`config.mk`:
```
export PLATFORM = sky130hd
export DESIGN_NAME = seg7_scan_driver
export DESIGN_NICKNAME = d
export VERILOG_FILES = /design/src/rtl/seg7_scan_driver.sv
export SDC_FILE = /design/constraint.sdc
export NUM_CORES = 1
export LEC_CHECK = 0
export CORE_ASPECT_RATIO = 1.2
export CORE_MARGIN = 1.5
export CORE_UTILIZATION = 50
export CTS_CLUSTER_DIAMETER = 100
export DETAILED_ROUTE_END_ITERATION = 8
export HOLD_SLACK_MARGIN = 0.15
export PLACE_DENSITY = 0.85
export SLEW_MARGIN = 20
export SYNTH_ARGS = -nofsm -noshare
export SYNTH_HDL_FRONTEND = slang
export SYNTH_SLANG_ARGS = --single-unit
```
`constraint.sdc`:
```
create_clock -name clk -period 6.2 [get_ports clk]
set_input_delay 1.55 -clock clk [delete_from_list [all_inputs] [get_ports clk]]
set_output_delay 1.55 -clock clk [all_outputs]
set_load 0.02 [all_outputs]
```
`src/rtl/seg7_scan_driver.sv`:
```
// seg7_scan_driver: time-multiplexed 7-segment driver for DIGITS BCD/hex nibbles.
// Refresh scan with guard blanking, leading-zero suppression, optional hex
// glyphs and configurable segment/anode polarity. All outputs are registered.
module seg7_scan_driver #(
    parameter int DIGITS         = 4,
    parameter int REFRESH_DIV    = 50000,
    parameter int GUARD          = 2,
    parameter bit HEX_MODE       = 1'b0,
    parameter bit SEG_ACTIVE_LOW = 1'b0,
    parameter bit AN_ACTIVE_LOW  = 1'b1
) (
    input  logic                  clk,
    input  logic                  rst_n,
    input  logic                  en,
    input  logic                  load,
    input  logic [4*DIGITS-1:0]   digits_in,
    input  logic [DIGITS-1:0]     dp_in,
    input  logic                  lz_blank,
    output logic [6:0]            seg_out,
    output logic                  dp_out,
    output logic [DIGITS-1:0]     an_out,
    output logic                  frame_done
);

    localparam int CW = (REFRESH_DIV > 1) ? $clog2(REFRESH_DIV) : 1;
    localparam int IW = (DIGITS > 1) ? $clog2(DIGITS) : 1;

    localparam logic [CW-1:0]     CNT_LAST = CW'(REFRESH_DIV - 1);
    localparam logic [IW-1:0]     IDX_LAST = IW'(DIGITS - 1);
    localparam logic [CW-1:0]     GUARD_C  = CW'(GUARD);
    localparam logic [6:0]        SEG_OFF  = SEG_ACTIVE_LOW ? 7'h7F : 7'h00;
    localparam logic              DP_OFF   = SEG_ACTIVE_LOW;
    localparam logic [DIGITS-1:0] AN_OFF   = AN_ACTIVE_LOW ? {DIGITS{1'b1}} : {DIGITS{1'b0}};

    logic [4*DIGITS-1:0] shadow_dig;
    logic [DIGITS-1:0]   shadow_dp;
    logic [CW-1:0]       cnt;
    logic [IW-1:0]       idx;

    logic [3:0]          nib;
    logic                dp_sel;
    logic                upper_zero;
    logic                blank;
    logic [DIGITS-1:0]   an_vec;
    logic [6:0]          seg_hi;
    logic                dp_hi;
    logic [DIGITS-1:0]   an_hi;
    logic [6:0]          seg_d;
    logic                dp_d;
    logic [DIGITS-1:0]   an_d;

    // Active-high a..g glyph for one nibble; codes 10-15 depend on HEX_MODE.
    function automatic logic [6:0] decode(input logic [3:0] code);
        logic [6:0] s;
        s = 7'b0000000;
        case (code)
            4'h0: s = 7'b1111110;
            4'h1: s = 7'b0110000;
            4'h2: s = 7'b1101101;
            4'h3: s = 7'b1111001;
            4'h4: s = 7'b0110011;
            4'h5: s = 7'b1011011;
            4'h6: s = 7'b1011111;
            4'h7: s = 7'b1110000;
            4'h8: s = 7'b1111111;
            4'h9: s = 7'b1111011;
            4'hA: s = HEX_MODE ? 7'b1110111 : 7'b0000000;
            4'hB: s = HEX_MODE ? 7'b0011111 : 7'b0000000;
            4'hC: s = HEX_MODE ? 7'b1001110 : 7'b0000000;
            4'hD: s = HEX_MODE ? 7'b0111101 : 7'b0000000;
            4'hE: s = HEX_MODE ? 7'b1001111 : 7'b0000000;
            4'hF: s = HEX_MODE ? 7'b1000111 : 7'b0000000;
            default: s = 7'b0000000;
        endcase
        return s;
    endfunction

    // Shadow capture of the displayed value, independent of en.
    always_ff @(posedge clk or negedge rst_n) begin
        if (!rst_n) begin
            shadow_dig <= '0;
            shadow_dp  <= '0;
        end else if (load) begin
            shadow_dig <= digits_in;
            shadow_dp  <= dp_in;
        end
    end

    // Refresh counter, digit index and end-of-frame pulse; all hold while en=0.
    always_ff @(posedge clk or negedge rst_n) begin
        if (!rst_n) begin
            cnt        <= '0;
            idx        <= '0;
            frame_done <= 1'b0;
        end else begin
            frame_done <= en && (cnt == CNT_LAST) && (idx == IDX_LAST);
            if (en) begin
                if (cnt == CNT_LAST) begin
                    cnt <= '0;
                    idx <= (idx == IDX_LAST) ? '0 : idx + 1'b1;
                end else begin
                    cnt <= cnt + 1'b1;
                end
            end
        end
    end

    // Select the current digit, apply blanking, guard, enable and polarity.
    always_comb begin
        nib        = 4'd0;
        dp_sel     = 1'b0;
        an_vec     = '0;
        upper_zero = 1'b1;
        for (int unsigned k = 0; k < DIGITS; k++) begin
            if (idx == IW'(k)) begin
                nib       = shadow_dig[4*k +: 4];
                dp_sel    = shadow_dp[k];
                an_vec[k] = 1'b1;
            end
            // Suppression looks at the current digit and everything above it.
            if ((IW'(k) >= idx) && (shadow_dig[4*k +: 4] != 4'd0))
                upper_zero = 1'b0;
        end
        blank  = lz_blank && (idx != '0) && upper_zero;
        seg_hi = (en && !blank) ? decode(nib) : 7'b0000000;
        dp_hi  = en && dp_sel;
        an_hi  = (en && (cnt >= GUARD_C)) ? an_vec : '0;
        seg_d  = SEG_ACTIVE_LOW ? ~seg_hi : seg_hi;
        dp_d   = SEG_ACTIVE_LOW ? ~dp_hi : dp_hi;
        an_d   = AN_ACTIVE_LOW ? ~an_hi : an_hi;
    end

    // Output register; reset drives the post-polarity inactive levels.
    always_ff @(posedge clk or negedge rst_n) begin
        if (!rst_n) begin
            seg_out <= SEG_OFF;
            dp_out  <= DP_OFF;
            an_out  <= AN_OFF;
        end else begin
            seg_out <= seg_d;
            dp_out  <= dp_d;
            an_out  <= an_d;
        end
    end

endmodule

```
==> metrics.txt <==
Comb pwr share 0.175; Port-buffer cells 37; Final Cell Area 0.003068 mm²; synthesized area per cell 11.38 µm²; Worst VDD drop 0.1406 mV; vias in the first global route 1,652; Lkg Pwr 1.315 nW; status finished, final reports clean; vias post-DR 1,771; gpl congestion 0.9076; Clock H-tree levels 2; global-route wire length before repair 7.610 mm; Syn Nets 264; placed cell area 0.002965 mm²; EDFF count, synth 0; Psw 0.2037 mW; Core Footprint 0.004940 mm²; die width 68.61 µm; Die H 81.73 µm; Util after Layout 0.6211; Worst-Margin Slew 0.9502 ns; Synthesis Warnings 0; Num CTS Buffers 5; Worst Setup End Kind flop; Post-CTS Setup Bufs 0; Mapped Cells 227; final clock skew 0.01122 ns; total gr overflow 0; DRC viols 0; synthesized area 0.002582 mm²; Max Clock Freq 0.3215 GHz; crit path time final 3.110 ns; final hold violation count 0; register share of total power 0.549; layout cell share with drive strength beyond 1 0.1756; WHS 0.5119 ns; Antenna Nets Post-Route 0; Total Nets Final 298; DRT Wirelength 4.798 mm; Distinct cells, synth 51; Worst-Skew Late Latency 0.31 ns; Clk pwr share 0.276; CTS tree built; top_reg_cell synth dfrtp_1; flops & latches, synth 51; crit path max fanout 13; placed wire-length estimate 3.415 mm; Layout area overhead 18.80%; MaxCap Viol Count 0; post_cts resized 0; CP Launch Type input port; worst reg2reg path depth 10; crit path kind input port to flop; I/O pins 38; unrepaired setup endpoints after global routing false; Slew Limit Fails 0; largest net degree at the start of global routing 52; DRT Pass-1 Iters 4; setup slack, reg-to-reg 3.44 ns; Die Area 0.005607 mm²; sequential fraction of the synthesis area 0.4961; root buffer cell clkbuf_8; n_diodes 0; initial DRC count 125; clock buffer depth 2; Initial Util 0.5228; post-synthesis async set-or-reset flop share 1.000; initial antenna violation count 0; mean routed wirelength per cell 14.90 µm; CP Data Arrival Time 3.31 ns; pre-CTS WS 2.775 ns; period utilization 0.5016; worst setup margin 3.090 ns; TritonCTS Sinks 51; clock-pin slew on the worst setup and hold paths 0.08 ns; hold buffer count at CTS 0; setup TNS 0 ns; worst hold path type flop to flop; PD cells 242.8 mW/mm²; Switching Fraction 0.2735; Rows 28; Rel. slew slack 0.3645; DR vias/cell 5.500; Internal 0.5411 mW; GRT Overall Usage 0.1851; Final Setup Violations 0; worst hold path depth 1; CP required 6.40 ns
==> path summary, 6_finish.rpt <==
| path | from | to |
|---|---|---|
| setup reg to reg | idx[1] | seg_out[5] |
| hold / removal | cnt[12] | cnt[12] |
| max in group asynchronous | rst_n | shadow_dig[0] |
| min in group asynchronous | rst_n | shadow_dig[11] |
| hold reg to reg | cnt[12] | cnt[12] |
| setup / recovery | en | cnt[15] |
==> registers in the layout, indices dropped and copies added (netlist names) <==
register and cells:
cnt 16, shadow_dig 16, seg_out 7, an_out 4, shadow_dp 4, idx 2
dp_out 1, frame_done 1
==> layout by cell type (no fill, tap or decap), types with 3 or more instances in the layout <==
master            n
dfrtp_1          47
clkdlybuf4s50_1  36
mux2_2           17
inv_1            15
nand2_1          14
nor2_1           14
ha_1             12
xnor2_1           9
clkbuf_8          7
nor2b_1           6
a21oi_1           6
o21ai_0           6
nand4_1           6
o21ai_1           5
xor2_1            5
nor4_1            4
nand3_1           4
dfstp_2           4
nor3_1            3
mux2i_1           3
==> routing by layer <==
metal	share of wire	routed length [µm]	track usage	vias to the layer above
met3	0.052	248	0.04521	10
met5	0	0	0	-
li1	-	-	-	853
met4	0.022	104	0.07200	0
met2	0.50	2392	0.3038	51
met1	0.43	2053	0.2326	857
==> kinds of logic after synthesis <==
family / Yosys count / synth area share
adders and majority gates: 12 / 0.05814
AOI/OAI and AO/OA: 31 / 0.08963
DFF: 51 / 0.4961
buffers and inverters: 25 / 0.04409
xor gates and xnor gates: 14 / 0.04748
muxes: 22 / 0.09738
and+or+nand+nor: 72 / 0.1671
==> synth_stat cells (all sizes together) (3+ instances only) <==
library cell / count / share of area
xnor2: 9 / 0.031
nor3: 5 / 0.014
mux2i: 3 / 0.012
inv: 15 / 0.022
dfrtp: 47 / 0.46
nand4: 6 / 0.015
nand3: 4 / 0.0078
nor4: 5 / 0.015
mux2: 19 / 0.086
buf: 6 / 0.016
nand2: 14 / 0.020
o21ai: 11 / 0.021
nor2b: 6 / 0.015
xor2: 5 / 0.017
a21oi: 6 / 0.012
a211oi: 3 / 0.013
dfstp: 4 / 0.041
nand3b: 3 / 0.014
nor2: 16 / 0.025
clkbuf: 4 / 0.0058
ha: 12 / 0.058
nor3b: 3 / 0.011
==> cell type report <==
type | instances | area (µm²)
fillers | 409 | 1872
flip-flops and latches | 51 | 1281
multi-input cells | 151 | 1187
repair buffers | 37 | 367.9
clock buffers | 8 | 100.1
well taps | 60 | 75.07
inverters | 15 | 56.30
==> power by group through the flow <==
stage | combinational (mW) | clock, mW | sequential [mW]
global route | 0.145 | 0.224 | 0.414
global placement | 0.126 | 0 | 0.413
finish | 0.131 | 0.206 | 0.409
detailed placement | 0.131 | 0 | 0.415
floorplan | 0.0857 | 0 | 0.408
CTS | 0.132 | 0.210 | 0.408
==> worst max-delay path: stages <==
cell	delay [ns]
clkdlybuf4s50_1	0.72
nand4_1	0.19
or4_4	0.54
nor2_2	0.13
xnor2_1	0.14
nor2_2	0.04
==> metrics by stage <==
step                      instances  total power [mW]
after floorplan                 227            0.4942
after global placement          314            0.5394
after detailed placement        314            0.5459
after CTS                       322            0.7505
after global routing            322            0.7837
final                           322            0.7449
Note: power is estimated with default switching activity, not from simulation.
